$ cat config.mk
export PLATFORM = sky130hd
export DESIGN_NAME = shift_register_sipo_rx
export DESIGN_NICKNAME = d
export VERILOG_FILES = /design/src/rtl/shift_register_sipo_rx.sv
export SDC_FILE = /design/constraint.sdc
export NUM_CORES = 1
export LEC_CHECK = 0
export BUFFER_PORTS_ARGS = -buffer_cell sky130_fd_sc_hd__buf_2
export CAP_MARGIN = 20
export CORE_MARGIN = 2
export CORE_UTILIZATION = 35
export CTS_BUF_LIST = sky130_fd_sc_hd__clkbuf_4
export DETAILED_ROUTE_END_ITERATION = 8
export MAX_ROUTING_LAYER = met4
export PLACE_DENSITY = 0.65
export SYNTH_ARGS = -nofsm -noshare
export SYNTH_HDL_FRONTEND = slang
export SYNTH_SLANG_ARGS = --single-unit
$ cat constraint.sdc
create_clock -name clk -period 2 [get_ports clk]
set_input_delay 0.2 -clock clk [delete_from_list [all_inputs] [get_ports clk]]
set_output_delay 0.2 -clock clk [all_outputs]
set_load 0.1 [all_outputs]
$ cat src/rtl/shift_register_sipo_rx.sv
// Serial-in receiver: assembles WIDTH-bit words and holds them behind a valid/ready handshake.
// Optional trailing even-parity bit when SHIFT_REGISTER_SIPO_PARITY_EN is defined.
module shift_register_sipo_rx #(
  parameter int WIDTH     = 4,
  parameter bit MSB_FIRST = 1'b1
) (
  input  logic                       clk,
  input  logic                       rst,
  input  logic                       shift,
  input  logic                       d_in,
  input  logic                       clr,
  output logic [WIDTH-1:0]           data_out,
  output logic                       out_valid,
  input  logic                       out_ready,
  output logic                       overrun,
  output logic                       parity_err,
  output logic [$clog2(WIDTH+1)-1:0] bit_cnt
);

  localparam int CW = $clog2(WIDTH + 1);

`ifdef SHIFT_REGISTER_SIPO_PARITY_EN
  localparam int FRAME_LEN = WIDTH + 1;
`else
  localparam int FRAME_LEN = WIDTH;
`endif

  localparam logic [CW-1:0] LAST_CNT = CW'(FRAME_LEN - 1);

  logic [WIDTH-1:0] sr;
  logic [WIDTH-1:0] sr_shift;
  logic [WIDTH-1:0] word_next;
  logic             take;
  logic             last;
  logic             slot_free;
  logic             accept;

  assign take      = shift && !clr;
  assign last      = take && (bit_cnt == LAST_CNT);
  assign slot_free = !out_valid || out_ready;
  assign accept    = out_valid && out_ready;

  always_comb begin
    sr_shift = sr;
    if (MSB_FIRST) begin
      sr_shift = {sr[WIDTH-2:0], d_in};
    end else begin
      sr_shift = {d_in, sr[WIDTH-1:1]};
    end
  end

`ifdef SHIFT_REGISTER_SIPO_PARITY_EN
  // The final bit is parity, so the word is already complete in sr.
  assign word_next = sr;
`else
  assign word_next = sr_shift;
`endif

  always_ff @(posedge clk) begin
    if (!rst) begin
      sr      <= '0;
      bit_cnt <= '0;
    end else if (clr) begin
      sr      <= '0;
      bit_cnt <= '0;
    end else if (take) begin
      bit_cnt <= last ? '0 : bit_cnt + 1'b1;
`ifdef SHIFT_REGISTER_SIPO_PARITY_EN
      if (!last) begin
        sr <= sr_shift;
      end
`else
      sr <= sr_shift;
`endif
    end
  end

  always_ff @(posedge clk) begin
    if (!rst) begin
      data_out  <= '0;
      out_valid <= 1'b0;
      overrun   <= 1'b0;
    end else begin
      if (accept) begin
        out_valid <= 1'b0;
      end
      if (last) begin
        if (slot_free) begin
          data_out  <= word_next;
          out_valid <= 1'b1;
        end else begin
          overrun <= 1'b1;
        end
      end
    end
  end

`ifdef SHIFT_REGISTER_SIPO_PARITY_EN
  logic par_bad;

  assign par_bad = (^sr) ^ d_in;

  always_ff @(posedge clk) begin
    if (!rst) begin
      parity_err <= 1'b0;
    end else if (last && par_bad) begin
      parity_err <= 1'b1;
    end
  end
`else
  assign parity_err = 1'b0;
`endif

endmodule
==> metrics, run 1 <==
Worst Path Max Fanout 4; I/O pin cnt 16; Die H 43.0 microns; Worst-Skew Late Latency 0.27 ns; complex-gate fraction of the synthesized area 2.82%; Power Dens Cells 717 mW/mm^2; max capacitance violation total 0; multiplexer share of the synthesized area 18.8%; Vias 372; first drt pass iteration count 4; CP Cell Sequence ha_1, ha_1, nand3b_4, nor2b_4, mux2i_1; min Tclk post-route 1.31 ns; HP Class primary input to flip-flop; Crit. End Element flip-flop; area grow syn2layout 15.5%; mean post-synth cell area 10.1 sq um; XOR/XNOR Fraction of Synth Area 0%; Slew Viols, Final 0; most common cell after layout, fill and taps aside buf_2; fmax 0.761 GHz; post-DR wirelength/cell 10.8 microns; # setup viols final 0; Initial DRC Count 5; Starting Density 36.2%; final WL 894 microns; #FFs+latches synth 12; first-pass GRT wire length 1440 microns; GRT Util Overall 10.9%; H-tree levels 1; detailed placer's ending HPWL 666 microns; Post-Synth Simple-Gate Area 20.7%; CORE AREA 0.00147 sq mm; Final ANT Viol Nets 0; layout cell share with drive strength beyond 1 29.9%; commonest cells after routing, fill and taps aside buf_2, dfxtp_1, mux2i_1, nor2_1, nand2_1; TritonCTS buffer count 3; setup TNS 0 ns; final core occ 41.8%; CTS tree yes; fin crit share 65.7%; vias in the first global route 351; Pleak 0.302 nW; Final Hold Fails 0; Mapped Nets 61; Post-CTS Setup Repair Bufs 0; Longest Clk Path Bufs 2; area of the mapped netlist 533 sq um; cts hold-fix bufs 0; largest net degree at the start of global routing 12; CP Data Arrival Time 1.52 ns; die footprint 0.00185 sq mm; Resized cells post-CTS 0; die extent in x 43.0 microns; required time of the critical path 2.20 ns; CTS Root Cell clkbuf_4; antenna violations before repair 0; gr ovfl total 0; clock net sink count 12; drt drc 0; outcome finished, final reports clean; Netlist cell types 15; crit-path most repeated cell ha_1; Max IR drop VDD 0.272 mV; WS Path Type flip-flop to flip-flop; GP Congestion 0.709; Tot Pwr 0.000442 W; input/output buffers 14; largest family of logic cells by synthesized area simple AND/OR/NAND/NOR gates; Adder-Cell Fraction of Synth Area 4.69%; clock skew 0.00596 ns; crit path max-delay cell type dfxtp_1; Seq/Total Area, Yosys 45.1%; crit-path max cell delay 0.36 ns; Row Count 14; Nets 76; YS warnings 0; clock-pin transition on the worst setup and hold timing paths 0.08 ns; startpoint types flip-flop; RSZ-0062 raised after global routing no; cells after synthesis 53; ant diodes 0; DR vias/cell 4.48
cell families (layout without fill, tap and decap cells):
family,after synthesis,in the layout
adder cells (fa/ha/maj),2,2
AO/OA/AOI/OAI,2,2
flip-flops,12,12
AND/OR/NAND/NOR,21,21
other,1,1
multiplexers,10,10
buffers and inverters,5,19
sequential cells by signal (all words and copies together) (netlist names):
signal / cells
overrun: 1
out_valid: 1
sr: 3
data_out: 4
bit_cnt: 3
metal layers:
metal	GRT usage, %	up-vias	wire, microns
met1	12.0	167	394
met4	7.27	0	14
met2	17.3	8	448
met5	-	-	0
met3	2.55	2	37
li1	-	195	-
synth_stat cells, drive strengths merged:
cell    instances  area, sq um
nor2            9         33.8
nand2           8         30.0
buf             4         35.0
ha              2         25.0
nand3b          1         20.0
dfxtp          12          240
conb            1         3.75
o21a            1         7.51
inv             1         3.75
nor2b           1         13.8
nand2b          2         12.5
a21boi          1         7.51
mux2i          10          100
power by group:
part	leakage, nW	internal [W]	total, W	switching (W)
Sequential	0.0973	0.000241	0.000243	0.00000186
Clock	0.0154	0.0000722	0.000156	0.0000836
Combinational	0.189	0.0000118	0.0000427	0.0000309
Total	0.302	0.000325	0.000442	0.000116
cell type report:
type,count,area [sq um]
clock buffers,3,22.5
clock inverters,1,3.75
fillers,161,856
inverters,1,3.75
multi-input cells,36,254
flip-flops and latches,12,241
well taps,16,20.0
repair buffers,14,70.1
final timing paths:
| path | from | end | slack [ns] | depth (start not counted) |
|---|---|---|---|---|
| setup / recovery | bit_cnt[1] | data_out[2] | 0.69 | 5 |
| hold reg to reg | data_out[0] | data_out[0] | 0.46 | 2 |
| hold / removal | d_in | sr[0] | 0.18 | 3 |
| setup reg to reg | bit_cnt[1] | data_out[2] | 0.69 | 5 |
worst max-delay path, delay by kind of cell (launching register included):
family | cells | cell delay [ns]
adder cells (fa/ha/maj) | 2 | 0.37
flip-flops | 1 | 0.36
multiplexers | 1 | 0.21
AND/OR/NAND/NOR | 2 | 0.30
through the flow:
step	cell area [sq um]	setup slack, ns	hold slack, ns	std cells
after floorplan	534	0.00504	0.342	53
after global routing	616	0.609	0.207	83
after CTS	616	0.677	0.184	83
final	616	0.686	0.183	83
after detailed placement	589	0.688	0.447	79
after global placement	589	0.712	0.444	79
No activity file was read; power rests on OpenSTA's default activity.
==> run 2: changes to the inputs <==
--- a/config.mk
+++ b/config.mk
@@ -12,7 +12,7 @@
 export CTS_BUF_LIST = sky130_fd_sc_hd__clkbuf_4
 export DETAILED_ROUTE_END_ITERATION = 8
 export MAX_ROUTING_LAYER = met4
-export PLACE_DENSITY = 0.65
+export PLACE_DENSITY = 0.67
 export SYNTH_ARGS = -nofsm -noshare
 export SYNTH_HDL_FRONTEND = slang
 export SYNTH_SLANG_ARGS = --single-unit
==> constraint.sdc (replaced) <==
create_clock -name clk -period 1.2 [get_ports clk]
set_input_delay 0.12 -clock clk [delete_from_list [all_inputs] [get_ports clk]]
set_output_delay 0.12 -clock clk [all_outputs]
set_load 0.1 [all_outputs]
==> run 2 against run 1 <==
  * First-iteration DRC count rose by 120%
  * Worst setup slack got worse by 0.68 ns
  * Routed wire length fell by 2.3%
  * Critical path depth unchanged
  * Die area is the same
  * Final cell count rose by 4.8%
==> metrics, run 2 (synthesis results as in run 1) <==
Max IR drop VDD 0.534 mV; GP Congestion 0.662; TritonCTS buffer count 3; Crit. End Element flip-flop; min Tclk post-route 1.20 ns; CTS Root Cell clkbuf_4; Reg with most FFs data_out; # setup viols final 0; vias in the first global route 391; die extent in x 43.0 microns; area grow syn2layout 36.6%; Resized cells post-CTS 0; Slew Viols, Final 0; final WL 873 microns; outcome finished, final reports clean; final worst slack 0.00195 ns; max capacitance violation total 0; first-pass GRT wire length 1540 microns; Starting Density 36.2%; HP Class primary input to flip-flop; Pleak 0.333 nW; antenna violations before repair 0; fin crit share 99.8%; CP Cell Sequence ha_4, ha_4, nand3b_4, nor2b_4, mux2i_1; DR vias/cell 4.57; Power Dens Cells 1010 mW/mm^2; Tot Pwr 0.000737 W; clock-pin transition on the worst setup and hold timing paths 0.07 ns; Row Count 14; Worst-Skew Late Latency 0.26 ns; Final Hold Fails 0; RSZ-0062 raised after global routing yes; input/output buffers 14; Vias 398; Initial DRC Count 11; post-DR wirelength/cell 10.0 microns; CORE AREA 0.00147 sq mm; layout cell share with drive strength beyond 1 43.7%; Worst Path Max Fanout 4; required time of the critical path 1.40 ns; first drt pass iteration count 4; ant diodes 0; crit-path max cell delay 0.36 ns; fmax 0.835 GHz; I/O pin cnt 16; max FFs per register 4; most common cell after layout, fill and taps aside buf_2; startpoint types flip-flop; cts hold-fix bufs 0; crit path max-delay cell type dfxtp_4; crit-path most repeated cell ha_4; final core occ 49.5%; Final ANT Viol Nets 0; clock net sink count 12; clock skew 0.000248 ns; CP Data Arrival Time 1.39 ns; Longest Clk Path Bufs 2; Die H 43.0 microns; die footprint 0.00185 sq mm; largest net degree at the start of global routing 12; Nets 80; GRT Util Overall 11.4%; WS Path Type flip-flop to flip-flop; biggest regs data_out x4, bit_cnt x3, sr x3; CTS tree yes; gr ovfl total 0; detailed placer's ending HPWL 707 microns; worst slack, placed -0.00580 ns; H-tree levels 1; drt drc 0; commonest cells after routing, fill and taps aside buf_2, mux2i_1, nor2_1, nand2_1, dfxtp_1
## run 2: changes by cell type in the layout (fill, tap and decap cells not counted)
cell,delta
inv_2,+1
dfxtp_4,+3
buf_2,-3
ha_4,+2
buf_12,+3
buf_4,+4
ha_1,-2
inv_1,-1
dfxtp_2,+1
dfxtp_1,-4
## run 2: layout make-up
class                   count  area [sq um]
clock inverters             1          3.75
multi-input cells          36           279
clock buffers               3          22.5
flip-flops and latches     12           254
fillers                   143           743
well taps                  16          20.0
repair buffers             18           145
inverters                   1          3.75
## run 2: through the flow
| stage | cell area (sq um) | hold slack [ns] | std cells | setup TNS, ns |
|---|---|---|---|---|
| after floorplan | 572 | 0.262 | 53 | -0.762 |
| after global placement | 694 | 0.391 | 82 | 0 |
| after detailed placement | 694 | 0.394 | 82 | -0.00595 |
| after CTS | 728 | 0.107 | 87 | -0.0513 |
| after global routing | 728 | 0.114 | 87 | -0.172 |
| final | 728 | 0.110 | 87 | 0 |
## run 2: final timing paths
path	start	end	slack, ns	depth (start not counted)
hold / removal	d_in	data_out[0]	0.11	3
hold reg to reg	overrun	overrun	0.45	1
setup / recovery	bit_cnt[0]	data_out[3]	0.002	5
setup reg to reg	bit_cnt[0]	data_out[3]	0.002	5
## run 2: report_power, final
group          leakage, nW  switching (W)  internal, W
Combinational        0.218      0.0000545    0.0000320
Clock               0.0154       0.000130     0.000120
Sequential           0.100     0.00000335     0.000396
Total                0.333       0.000188     0.000548
## run 2: routing by layer
layer	up-vias	routed length, microns	share of wire [%]	GRT usage (%)
met1	182	401	46	12.5
met2	9	414	47	18.5
li1	205	-	-	-
met3	2	39	4.5	2.55
met5	-	0	0	-
met4	0	17	1.9	7.27
## run 2: worst max-delay path: cells and delay by family (launching register included)
family / cells / cell delay [ns]
flops: 1 / 0.36
mux: 1 / 0.21
fa+ha+maj: 2 / 0.27
simple gates: 2 / 0.29
## run 2: what timing repair did
| action | in CTS | in global routing |
|---|---|---|
| setup buffers | 1 | 0 |
| pin swaps | 2 | 1 |
| setup endpoints to repair | 4 | 4 |
==> run 3: changes to the inputs <==
--- a/config.mk
+++ b/config.mk
@@ -8,11 +8,11 @@
 export BUFFER_PORTS_ARGS = -buffer_cell sky130_fd_sc_hd__buf_2
 export CAP_MARGIN = 20
 export CORE_MARGIN = 2
-export CORE_UTILIZATION = 35
+export CORE_UTILIZATION = 38
 export CTS_BUF_LIST = sky130_fd_sc_hd__clkbuf_4
 export DETAILED_ROUTE_END_ITERATION = 8
 export MAX_ROUTING_LAYER = met4
-export PLACE_DENSITY = 0.67
+export PLACE_DENSITY = 0.71
 export SYNTH_ARGS = -nofsm -noshare
 export SYNTH_HDL_FRONTEND = slang
 export SYNTH_SLANG_ARGS = --single-unit
==> run 3 against run 2 <==
  * The flow now finishes with violations (setup timing)
  * Utilization up 7.0 points
  * Clock skew increased by 0.00051 ns
  * Register-to-register slack barely moved
  * Count of clock-buffer cells in the layout stayed put
  * Critical endpoint unchanged
==> metrics, run 3 (synthesis results as in run 1) <==
vias in the first global route 348; Worst-Skew Late Latency 0.27 ns; fmax 0.832 GHz; clock-pin transition on the worst setup and hold timing paths 0.08 ns; first-pass GRT wire length 1560 microns; antenna violations before repair 0; clock skew 0.000761 ns; WS Path Type flip-flop to flip-flop; TritonCTS buffer count 3; Max IR drop VDD 0.578 mV; placed instance count 81; Longest Clk Path Bufs 2; area grow syn2layout 37.8%; post-DR wirelength/cell 10.3 microns; Final Hold Fails 0; layout cell share with drive strength beyond 1 43.7%; H-tree levels 1; Die H 41.5 microns; CP Data Arrival Time 1.40 ns; input/output buffers 14; die extent in x 41.5 microns; max capacitance violation total 0; Slew Viols, Final 0; ant diodes 0; detailed placer's ending HPWL 691 microns; die footprint 0.00172 sq mm; DR vias/cell 4.55; first drt pass iteration count 4; final core occ 56.4%; biggest regs data_out x4, bit_cnt x3, sr x3; final WL 887 microns; GP Congestion 0.724; max FFs per register 4; fin crit share 100%; fill count 134; Row Count 13; I/O pin cnt 16; Crit. End Element flip-flop; final instance area 734 sq um; Worst Path Max Fanout 4; CTS tree yes; commonest cells after routing, fill and taps aside mux2i_1, nor2_1, nand2_1, buf_2, dfxtp_1; Vias 391; Nets 80; Reg with most FFs data_out; Area after DPL 693 sq um; HP Class primary input to flip-flop; drt drc 0; setup TNS -0.00182 ns; # setup viols final 1; failing checks setup timing; outcome finished, violations left; gr ovfl total 0; largest net degree at the start of global routing 12; Initial DRC Count 3; startpoint types flip-flop; Final ANT Viol Nets 0; RSZ-0062 raised after global routing yes; worst slack, placed -0.00626 ns; min Tclk post-route 1.20 ns; Power Dens Cells 1010 mW/mm^2; final non-filler cell total 86; GRT Util Overall 12.8%; CTS Root Cell clkbuf_4; CORE AREA 0.00130 sq mm; final worst slack -0.00182 ns; required time of the critical path 1.40 ns; most common cell after layout, fill and taps aside mux2i_1; Pleak 0.331 nW; clock net sink count 12; cts hold-fix bufs 0; Starting Density 41.0%
run 3: cell type report:
class                           instances  area, sq um  area share [%]
Inverter                                1         3.75           0.511
Multi-Input combinational cell         36          279            38.0
Clock inverter                          1         3.75           0.511
Tap cell                               15         18.8            2.56
Sequential cell                        12          254            34.6
Clock buffer                            3         22.5            3.07
Timing Repair Buffer                   18          153            20.8
run 3: path summary, 6_finish.rpt:
| path | from | slack, ns | end | cells after the start |
|---|---|---|---|---|
| worst min register to register | overrun | 0.46 | overrun | 1 |
| worst max-delay path | bit_cnt[1] | -0.002 | data_out[3] | 5 |
| worst min-delay path | d_in | 0.10 | data_out[0] | 3 |
| worst max register to register | bit_cnt[1] | -0.002 | data_out[3] | 5 |
run 3: per-stage QoR:
step                      total power, W  hold slack, ns
after global placement          0.000496           0.379
after CTS                       0.000751           0.102
after detailed placement        0.000496           0.392
after global routing            0.000784           0.103
final                           0.000745           0.103
after floorplan                 0.000473           0.262
run 3: critical path: stages (launching register included):
cell,delay (ns)
dfxtp_4,0.36
ha_4,0.13
ha_4,0.14
nand3b_4,0.09
nor2b_4,0.19
mux2i_1,0.22
run 3: power by group:
group	switching [W]	internal (W)	total, W	leakage (nW)
registers	0.00000327	0.000396	0.000400	0.100
clock network	0.000139	0.000120	0.000259	0.0154
logic	0.0000546	0.0000319	0.0000865	0.216
run 3: per-layer routing:
layer | share of wire [%] | GRT usage [%] | up-vias
li1 | - | - | 203
met2 | 47 | 17.8 | 8
met1 | 47 | 14.3 | 178
met4 | 1.4 | 9.68 | 0
met5 | 0 | - | -
met3 | 3.8 | 5.65 | 2
run 3: timing repair:
| action | CTS | global route |
|---|---|---|
| gates cloned | 0 | 0 |
| setup buffers | 1 | 0 |
| setup endpoints to repair | 2 | 7 |
| gates resized for setup | 0 | 3 |
